<file path="src/rtl/multicycle_control_fsm_if.sv">
// multicycle_control_fsm_if: control bundle between the multicycle sequencer and its datapath.
// Latency: none, wires only.
// Backpressure: none; the datapath always accepts the control word presented each cycle.
// Ports: Instr/Zero flow datapath -> control; ALU op, mux selects, write enables,
//        IllegalInstr and InstrCount flow control -> datapath.
interface multicycle_control_fsm_if #(
  parameter int OP_WIDTH  = 4,
  parameter int CNT_WIDTH = 32
);
  logic [31:0]          Instr;
  logic                 Zero;
  logic [OP_WIDTH-1:0]  ALUControl;
  logic [1:0]           ALUSrcA;
  logic [1:0]           ALUSrcB;
  logic [1:0]           ResultSrc;
  logic                 AdrSrc;
  logic [2:0]           ImmSrc;
  logic                 IRWrite;
  logic                 PCWrite;
  logic                 RegWrite;
  logic                 MemWrite;
  logic                 IllegalInstr;
  logic [CNT_WIDTH-1:0] InstrCount;

  // Control unit side.
  modport master (
    input  Instr, Zero,
    output ALUControl, ALUSrcA, ALUSrcB, ResultSrc, AdrSrc, ImmSrc,
           IRWrite, PCWrite, RegWrite, MemWrite, IllegalInstr, InstrCount
  );

  // Datapath side.
  modport slave (
    output Instr, Zero,
    input  ALUControl, ALUSrcA, ALUSrcB, ResultSrc, AdrSrc, ImmSrc,
           IRWrite, PCWrite, RegWrite, MemWrite, IllegalInstr, InstrCount
  );
endinterface

</file>
<file path="src/rtl/multicycle_control_fsm.sv">
// multicycle_control_fsm: main sequencer of the multicycle RV32I core, drives the shared ALU.
// Latency: R/I 4, lw 5, sw 4, branch 3, jal 4 cycles from FETCH to the next FETCH.
// Backpressure: none; advances every cycle, ERROR holds until rst.
// Ports: clk/rst plain; bus (master) carries Instr/Zero in, control word, sticky
//        IllegalInstr and the wrapping retired-instruction count out.
module multicycle_control_fsm #(
  parameter int OP_WIDTH  = 4,
  parameter int CNT_WIDTH = 32
) (
  input  logic                   clk,
  input  logic                   rst,
  multicycle_control_fsm_if.master bus
);

  localparam logic [6:0] OP_LOAD   = 7'b0000011;
  localparam logic [6:0] OP_STORE  = 7'b0100011;
  localparam logic [6:0] OP_R      = 7'b0110011;
  localparam logic [6:0] OP_I      = 7'b0010011;
  localparam logic [6:0] OP_BRANCH = 7'b1100011;
  localparam logic [6:0] OP_JAL    = 7'b1101111;

  localparam logic [OP_WIDTH-1:0] ALU_ADD = OP_WIDTH'(0);
  localparam logic [OP_WIDTH-1:0] ALU_SUB = OP_WIDTH'(1);

  typedef enum logic [3:0] {
    S_FETCH, S_DECODE, S_MEMADR, S_MEMREAD, S_MEMWB, S_MEMWRITE,
    S_EXECR, S_EXECI, S_ALUWB, S_BRANCH, S_JAL, S_ERROR
  } state_t;

  state_t               state_q, state_d;
  logic [CNT_WIDTH-1:0] cnt_q, cnt_d;
  logic                 illegal_q, illegal_d;

  logic [OP_WIDTH-1:0]  alu_ctrl;
  logic [1:0]           src_a, src_b, result_src;
  logic                 adr_src, ir_write, pc_write, reg_write, mem_write, retire;
  logic [2:0]           imm_src;

  logic [6:0] opcode;
  logic [2:0] funct3;
  logic       funct7_b5;
  assign opcode    = bus.Instr[6:0];
  assign funct3    = bus.Instr[14:12];
  assign funct7_b5 = bus.Instr[30];

  // Register/immediate fields are consumed by the datapath, not here.
  logic unused_instr_bits;
  assign unused_instr_bits = ^{bus.Instr[31], bus.Instr[29:15], bus.Instr[11:7]};

  // SUB exists only for register-register ops; SRA/SRL is chosen by bit 30 in both forms.
  function automatic logic [OP_WIDTH-1:0] alu_decode(input logic [2:0] f3,
                                                      input logic       b30,
                                                      input logic       is_r);
    logic [OP_WIDTH-1:0] op;
    op = ALU_ADD;
    case (f3)
      3'b000: op = (is_r && b30) ? ALU_SUB : ALU_ADD;
      3'b001: op = OP_WIDTH'(2);
      3'b010: op = OP_WIDTH'(3);
      3'b011: op = OP_WIDTH'(4);
      3'b100: op = OP_WIDTH'(5);
      3'b101: op = b30 ? OP_WIDTH'(7) : OP_WIDTH'(6);
      3'b110: op = OP_WIDTH'(8);
      default: op = OP_WIDTH'(9);
    endcase
    return op;
  endfunction

  always_comb begin
    imm_src = 3'b000;
    case (opcode)
      OP_STORE:  imm_src = 3'b001;
      OP_BRANCH: imm_src = 3'b010;
      OP_JAL:    imm_src = 3'b011;
      default:   imm_src = 3'b000;
    endcase
  end

  always_comb begin
    state_d    = state_q;
    alu_ctrl   = ALU_ADD;
    src_a      = 2'b00;
    src_b      = 2'b00;
    result_src = 2'b00;
    adr_src    = 1'b0;
    ir_write   = 1'b0;
    pc_write   = 1'b0;
    reg_write  = 1'b0;
    mem_write  = 1'b0;
    retire     = 1'b0;

    case (state_q)
      S_FETCH: begin
        ir_write   = 1'b1;
        pc_write   = 1'b1;
        src_b      = 2'b10;
        result_src = 2'b10;
        state_d    = S_DECODE;
      end
      S_DECODE: begin
        // OldPC + imm lands in ALUOut as the branch target.
        src_a = 2'b01;
        src_b = 2'b01;
        case (opcode)
          OP_LOAD, OP_STORE: state_d = S_MEMADR;
          OP_R:              state_d = S_EXECR;
          OP_I:              state_d = S_EXECI;
          OP_BRANCH:         state_d = S_BRANCH;
          OP_JAL:            state_d = S_JAL;
          default:           state_d = S_ERROR;
        endcase
      end
      S_MEMADR: begin
        src_a   = 2'b10;
        src_b   = 2'b01;
        state_d = (opcode == OP_LOAD) ? S_MEMREAD : S_MEMWRITE;
      end
      S_MEMREAD: begin
        adr_src = 1'b1;
        state_d = S_MEMWB;
      end
      S_MEMWB: begin
        result_src = 2'b01;
        reg_write  = 1'b1;
        retire     = 1'b1;
        state_d    = S_FETCH;
      end
      S_MEMWRITE: begin
        adr_src   = 1'b1;
        mem_write = 1'b1;
        retire    = 1'b1;
        state_d   = S_FETCH;
      end
      S_EXECR: begin
        src_a    = 2'b10;
        alu_ctrl = alu_decode(funct3, funct7_b5, 1'b1);
        state_d  = S_ALUWB;
      end
      S_EXECI: begin
        src_a    = 2'b10;
        src_b    = 2'b01;
        alu_ctrl = alu_decode(funct3, funct7_b5, 1'b0);
        state_d  = S_ALUWB;
      end
      S_ALUWB: begin
        reg_write = 1'b1;
        retire    = 1'b1;
        state_d   = S_FETCH;
      end
      S_BRANCH: begin
        src_a    = 2'b10;
        alu_ctrl = ALU_SUB;
        case (funct3)
          3'b000: begin
            pc_write = bus.Zero;
            retire   = 1'b1;
            state_d  = S_FETCH;
          end
          3'b001: begin
            pc_write = ~bus.Zero;
            retire   = 1'b1;
            state_d  = S_FETCH;
          end
          default: state_d = S_ERROR;
        endcase
      end
      S_JAL: begin
        // PC <- target from ALUOut while the ALU forms OldPC+4 for the link write.
        src_a    = 2'b01;
        src_b    = 2'b10;
        pc_write = 1'b1;
        state_d  = S_ALUWB;
      end
      S_ERROR: state_d = S_ERROR;
      default: state_d = S_ERROR;
    endcase
  end

  assign cnt_d     = retire ? cnt_q + CNT_WIDTH'(1) : cnt_q;
  assign illegal_d = illegal_q | (state_d == S_ERROR);

  always_ff @(posedge clk or posedge rst) begin
    if (rst) begin
      state_q   <= S_FETCH;
      cnt_q     <= '0;
      illegal_q <= 1'b0;
    end else begin
      state_q   <= state_d;
      cnt_q     <= cnt_d;
      illegal_q <= illegal_d;
    end
  end

  assign bus.ALUControl   = alu_ctrl;
  assign bus.ALUSrcA      = src_a;
  assign bus.ALUSrcB      = src_b;
  assign bus.ResultSrc    = result_src;
  assign bus.AdrSrc       = adr_src;
  assign bus.ImmSrc       = imm_src;
  // Enables are masked combinationally so nothing is written while rst is held.
  assign bus.IRWrite      = ir_write  & ~rst;
  assign bus.PCWrite      = pc_write  & ~rst;
  assign bus.RegWrite     = reg_write & ~rst;
  assign bus.MemWrite     = mem_write & ~rst;
  assign bus.IllegalInstr = illegal_q;
  assign bus.InstrCount   = cnt_q;

endmodule
</file>
<file path="src/flat_wrapper.sv">
// flat-port wrapper written by rule: the top's interface ports become plain ports
module multicycle_control_fsm_flat 
#(
  parameter int OP_WIDTH  = 4,
  parameter int CNT_WIDTH = 32
)
  (clk, rst, bus_Instr, bus_Zero, bus_ALUControl, bus_ALUSrcA, bus_ALUSrcB, bus_ResultSrc, bus_AdrSrc, bus_ImmSrc, bus_IRWrite, bus_PCWrite, bus_RegWrite, bus_MemWrite, bus_IllegalInstr, bus_InstrCount);
  multicycle_control_fsm_if #(.OP_WIDTH(OP_WIDTH), .CNT_WIDTH(CNT_WIDTH)) bus_i ();
  input  logic clk;
  input  logic rst;
  input wire logic [$bits(bus_i.Instr)-1:0] bus_Instr;
  input wire logic [$bits(bus_i.Zero)-1:0] bus_Zero;
  output wire logic [$bits(bus_i.ALUControl)-1:0] bus_ALUControl;
  output wire logic [$bits(bus_i.ALUSrcA)-1:0] bus_ALUSrcA;
  output wire logic [$bits(bus_i.ALUSrcB)-1:0] bus_ALUSrcB;
  output wire logic [$bits(bus_i.ResultSrc)-1:0] bus_ResultSrc;
  output wire logic [$bits(bus_i.AdrSrc)-1:0] bus_AdrSrc;
  output wire logic [$bits(bus_i.ImmSrc)-1:0] bus_ImmSrc;
  output wire logic [$bits(bus_i.IRWrite)-1:0] bus_IRWrite;
  output wire logic [$bits(bus_i.PCWrite)-1:0] bus_PCWrite;
  output wire logic [$bits(bus_i.RegWrite)-1:0] bus_RegWrite;
  output wire logic [$bits(bus_i.MemWrite)-1:0] bus_MemWrite;
  output wire logic [$bits(bus_i.IllegalInstr)-1:0] bus_IllegalInstr;
  output wire logic [$bits(bus_i.InstrCount)-1:0] bus_InstrCount;
  assign bus_i.Instr = bus_Instr;
  assign bus_i.Zero = bus_Zero;
  assign bus_ALUControl = bus_i.ALUControl;
  assign bus_ALUSrcA = bus_i.ALUSrcA;
  assign bus_ALUSrcB = bus_i.ALUSrcB;
  assign bus_ResultSrc = bus_i.ResultSrc;
  assign bus_AdrSrc = bus_i.AdrSrc;
  assign bus_ImmSrc = bus_i.ImmSrc;
  assign bus_IRWrite = bus_i.IRWrite;
  assign bus_PCWrite = bus_i.PCWrite;
  assign bus_RegWrite = bus_i.RegWrite;
  assign bus_MemWrite = bus_i.MemWrite;
  assign bus_IllegalInstr = bus_i.IllegalInstr;
  assign bus_InstrCount = bus_i.InstrCount;
  multicycle_control_fsm #(.OP_WIDTH(OP_WIDTH), .CNT_WIDTH(CNT_WIDTH)) u_core (.clk(clk), .rst(rst), .bus(bus_i));
endmodule
</file>
<file path="config.mk">
export PLATFORM = sky130hd
export DESIGN_NAME = multicycle_control_fsm_flat
export DESIGN_NICKNAME = d
export VERILOG_FILES = /design/src/rtl/multicycle_control_fsm_if.sv /design/src/rtl/multicycle_control_fsm.sv /design/src/flat_wrapper.sv
export SDC_FILE = /design/constraint.sdc
export NUM_CORES = 1
export LEC_CHECK = 0
export CAP_MARGIN = 20
export CORE_MARGIN = 3
export CORE_UTILIZATION = 43
export CTS_BUF_LIST = sky130_fd_sc_hd__clkbuf_16
export DETAILED_ROUTE_END_ITERATION = 12
export GPL_TIMING_DRIVEN = 0
export PLACE_DENSITY = 0.81
export SYNTH_ARGS = -nofsm -noshare
export SYNTH_HDL_FRONTEND = slang
export SYNTH_SLANG_ARGS = --single-unit
</file>
<file path="constraint.sdc">
create_clock -name clk -period 2.3 [get_ports clk]
set_input_delay 0.575 -clock clk [delete_from_list [all_inputs] [get_ports clk]]
set_output_delay 0.575 -clock clk [all_outputs]
set_load 0.005 [all_outputs]
</file>
# Word-level counts from Yosys, hierarchy flattened
# Index checks and enable logic that the tools add are counted.
# op_classes
n_addsub	1
mux	21
reduce_logical	12
bitwise	7
n_eq_ne	23
# op_table
op	n
one-hot mux 4 bit (7 select lines)	3
adder 32 x 1 -> 32 bit, second input constant	1
one-hot mux 4 bit (5 select lines)	1
== test 4 x 3 -> 1 bit, second input constant	4
== test 4 bit, second input constant	4
== test 7 x 6 -> 1 bit, second input constant	2
== test 7 bit, second input constant	2
one-hot mux 2 bit (2 select lines)	3
one-hot mux 4 bit (3 select lines)	1
OR reduction 2 bit	6
== test 3 bit, second input constant	3
OR reduction 3 bit	3
== test 4 x 2 -> 1 bit, second input constant	2
== test 7 x 2 -> 1 bit, second input constant	1
== test 7 x 5 -> 1 bit, second input constant	1
two-way mux 1 bit	7
== test 3 x 2 -> 1 bit, second input constant	2
one-hot mux 1 bit (2 select lines)	3
one-hot mux 2 bit (3 select lines)	1
AND 1 bit	4
== test 4 x 1 -> 1 bit, second input constant	1
zero test 4 bit	1
two-way mux 4 bit	1
OR reduction 4 bit	1
5 further kinds	6
# totals
output_inout_bits	51
wordCells	67
reg_bits	37
inputBits	35

# Depth between registers and ports, before layout
# logic_depth
word_depth	6
depth_mapped	6
depth_no_buf	5

# Least setup slack after synthesis
# OpenSTA, ideal clock, no wires.
# synth_timing
path_kind	input port to output port
from	input bus_Instr[3]
to	output bus_ImmSrc[0]
setup_slack_ps	250
required_time_ps	1725
n_path_buf	0
cell_stages	3
t_arrival_ps	1475
cell_sequence	nor4_1 a41o_1 and3b_1
# synth_via
elab_chain_len	2
word_cells_on_any_way	4
cone_classes	3 x eq/ne; 1 x mux
# synth_rtl
item	line_no	text
from (decl)	flat_wrapper.sv:11	input wire logic [$bits(bus_i.Instr)-1:0] bus_Instr;
== test 7 bit / == test 7 x 6 -> 1 bit (equally long branches)	multicycle_control_fsm.sv:71	case (opcode)
one-hot mux 2 bit (3 select lines) *	multicycle_control_fsm.sv:71	
to (decl)	flat_wrapper.sv:18	output wire logic [$bits(bus_i.ImmSrc)-1:0] bus_ImmSrc;
# Every way passes the cells marked *; elsewhere a longest branch is shown, timed or not.

# Final worst setup path
# layout_timing
from	register u_core.state_q[1]
to	output bus_ALUControl[0]
# layout_via
elab_chain_len	2
word_cells_on_any_way	4
cone_classes	3 x eq/ne; 1 x mux
# layout_rtl
item	line_no	text
from (decl)	multicycle_control_fsm.sv:30	state_t state_q, state_d;
from (signal assigned)	multicycle_control_fsm.sv:188	state_q <= state_d;
== test 4 bit / == test 4 x 3 -> 1 bit (equally long branches)	multicycle_control_fsm.sv:92	case (state_q)
one-hot mux 4 bit (3 select lines) *	multicycle_control_fsm.sv:92	
to (decl)	flat_wrapper.sv:13	output wire logic [$bits(bus_i.ALUControl)-1:0] bus_ALUControl;
# Marks and branches as above.

==> metrics.txt <==
Power Dens Cells 884 nW/um^2; Power Total 2.71 mW; Peak Freq 442 MHz; GRT Resource Usage Total between 10% and 20%; 1st-iter DRT viols 65; FF-to-FF setup slack 0.45 ns; Setup violations, final 0; n_diodes 0; Critical Path RT 1.73 ns; Non-Filler Instances 350; antenna-violating nets left 0; clock sink total 37; cell leakage power 1.45 nW; status finished clean; slowest CP cell dfrtp_1; Peak supply drop 0.680 mV; port bufs between 60 and 70; unrepaired setup endpoints after global routing true; number of global-route vias before repair ~1800; CP startpoint kind register; reg2reg start u_core.state_q[3]$_DFF_PP0_; WP depth 7; Initial Utilization 45.8%; Post-Place Cells 331; global route overflow 0; setup tns final 0 ns; CTS tree yes; Worst Max-Slew Pin Slew 0.552 ns; Skew-Pair Late Insertion Delay roughly 0.28 ns; Avg Cell Area, Syn 9.45 um^2; Vias ~1900; Post-route DRC 0; Final Cycle Share 98.3%; Critical Path Source u_core.state_q[1]$_DFF_PP0_; fin nets 333; Die X 75.1 um; cell family with the largest share of critical-path delay compound AO/OA/AOI/OAI gates; pin count of the biggest net entering global routing 27; Synth top area share 45.1%; max-cap violations 0; Detailed Routing Iterations Pass 1 4; Routed WL per cell 14.3 um; Top FF cell, synth dfrtp_1; Worst-path clk slew 0.05 ns; Synth top cells by count dfrtp_1, nor2_1, nand2_1, xnor2_1, xor2_1; global-route wire length before repair slightly above 8000 um; Yosys reg bits 37; die span in y 75.1 um; top-level I/O count 86; Worst path max stage delay 0.38 ns; post-synth top area cell dfrtp_1; Min Hold Slack roughly 0.47 ns; Fin. Hold Viols 0; worst hold path type register to register; simple-gate share of the synthesized area 28.9%; CP endpoint bus_ALUControl[0]; post-layout util between 60% and 70%; vias per std cell 5.33; area of the mapped netlist 2050 um^2; Setup WS post-layout 0.0392 ns; sequential fraction of the synthesis area 45.1%; Slew Limit Headroom 63.2%; TritonCTS Buffers 5; die area 5630 um^2; mux cell area share after synthesis under 10%; count of different cell masters after synthesis 47; largest family of logic cells by synthesized area simple AND/OR/NAND/NOR gates; area grow syn2layout 49.8%; dpl ws -0.922 ns; async set-reset flop share out of synthesis 100%; Post-Synth Adder-Cell Area less than 1%; core area roughly 4500 um^2; gpl congestion between 0.7 and 0.8; Crit Path Class register to primary output; final instance area 3070 um^2; Post-Syn Instances 217; initial antenna violation count 0; htree depth 2; YS warnings 0; clock skew 0.00351 ns; post-place instance area ~2800 um^2; cell depth of the worst flop-to-flop path 7; Final Slew Violations 0; critical path buffer and inverter count 2; Synth Area in Compound Gates 5.86%; share of cells above drive strength 1 17.1%; CP endpoint kind primary output; Post-synth EDFFs 0; Longest Clk Path Bufs 2; minimum clock period 2.26 ns; Post-Synth XOR/XNOR Area 14.9%; final WL 5020 um; critical path, cell by cell buf_6 -> nor2b_4 -> nand2_2 -> nor2_4 -> a211oi_2 -> o41ai_2 -> buf_2; root buffer cell clkbuf_16; hpwl dp 3500 um; RR Endpoint u_core.bus.InstrCount[14]$_DFFE_PP0P_; post-synth net total 253; synth top area cells dfrtp_1, xnor2_1, xor2_1; Arrival @ worst endpoint 1.69 ns; count leader, synth dfrtp_1; CP Max Fanout 5; num rows 24
## flip-flops by register name, indices dropped and copies added, names as in the netlist
signal,flops
u_core.bus.InstrCount,32
u_core.state_q,4
u_core.bus.IllegalInstr,1
## layer usage
metal,share of wire [%],vias up,track usage (%)
met1,46,867,23.4
met3,5.2,5,3.87
met5,0,-,0
li1,-,926,-
met2,48,66,31.5
met4,0.68,0,6.52
## timing repair
item | 4_1_cts | 5_1_grt
setup endpoints to repair | 17 | 4
cloned | 0 | 1
hold buffers | 0 | 0
setup buffers | 6 | 5
pin swaps | 3 | 4
gates resized for setup | 55 | 16
## how the worst min path moves through the flow
stage	cells past startpoint	end	from
floorplan	1	u_core.bus.IllegalInstr$_DFF_PP0_	u_core.bus.IllegalInstr$_DFF_PP0_
global placement	1	u_core.bus.InstrCount[31]$_DFFE_PP0P_	u_core.bus.InstrCount[31]$_DFFE_PP0P_
detailed placement	1	u_core.bus.IllegalInstr$_DFF_PP0_	u_core.bus.IllegalInstr$_DFF_PP0_
CTS	1	u_core.bus.InstrCount[31]$_DFFE_PP0P_	u_core.bus.InstrCount[31]$_DFFE_PP0P_
global route	1	u_core.bus.IllegalInstr$_DFF_PP0_	u_core.bus.IllegalInstr$_DFF_PP0_
finish	1	u_core.bus.InstrCount[31]$_DFFE_PP0P_	u_core.bus.InstrCount[31]$_DFFE_PP0P_
## final cells by class
type | instances | area [um^2]
Fill cell | 347 | 1400
Multi-Input combinational cell | 168 | 1170
Sequential cell | 37 | 926
Timing Repair Buffer | 74 | 701
Clock buffer | 5 | 125
Tap cell | 52 | 65.1
Buffer | 7 | 61.3
Inverter | 4 | 15.0
Clock inverter | 3 | 11.3
## cells in the final DEF, fill, tap and decap left out, types with 11 or more instances in the layout
| cell | instances |
|---|---|
| nand3_1 | 11 |
| dlygate4sd2_1 | 20 |
| dfrtp_1 | 37 |
| xnor2_1 | 20 |
| xor2_1 | 13 |
| nand2_1 | 18 |
| nor2_1 | 25 |
| clkdlybuf4s50_1 | 35 |
| nor3_1 | 11 |
## cells by family after synthesis
family,after synthesis
simple gates,111
flops,37
xor+xnor,35
compound gates,17
buf+inv,12
mux,3
fa+ha+maj,1
other cells,1
## power by group
part / total (mW) / internal [mW] / switching [mW]
sequential: 0.857 / 0.736 / 0.121
combinational: 1.23 / 0.652 / 0.576
clock: 0.630 / 0.389 / 0.241
total: 2.71 / 1.78 / 0.938
## worst register-to-register path: stages, from the launching register on
cell,delay (ns)
dfrtp_1,0.39
buf_6,0.14
buf_4,0.13
o211ai_1,0.20
nand4b_1,0.23
nor2_1,0.35
nand4_1,0.16
xnor2_1,0.14
No activity file was read; power rests on OpenSTA's default activity.
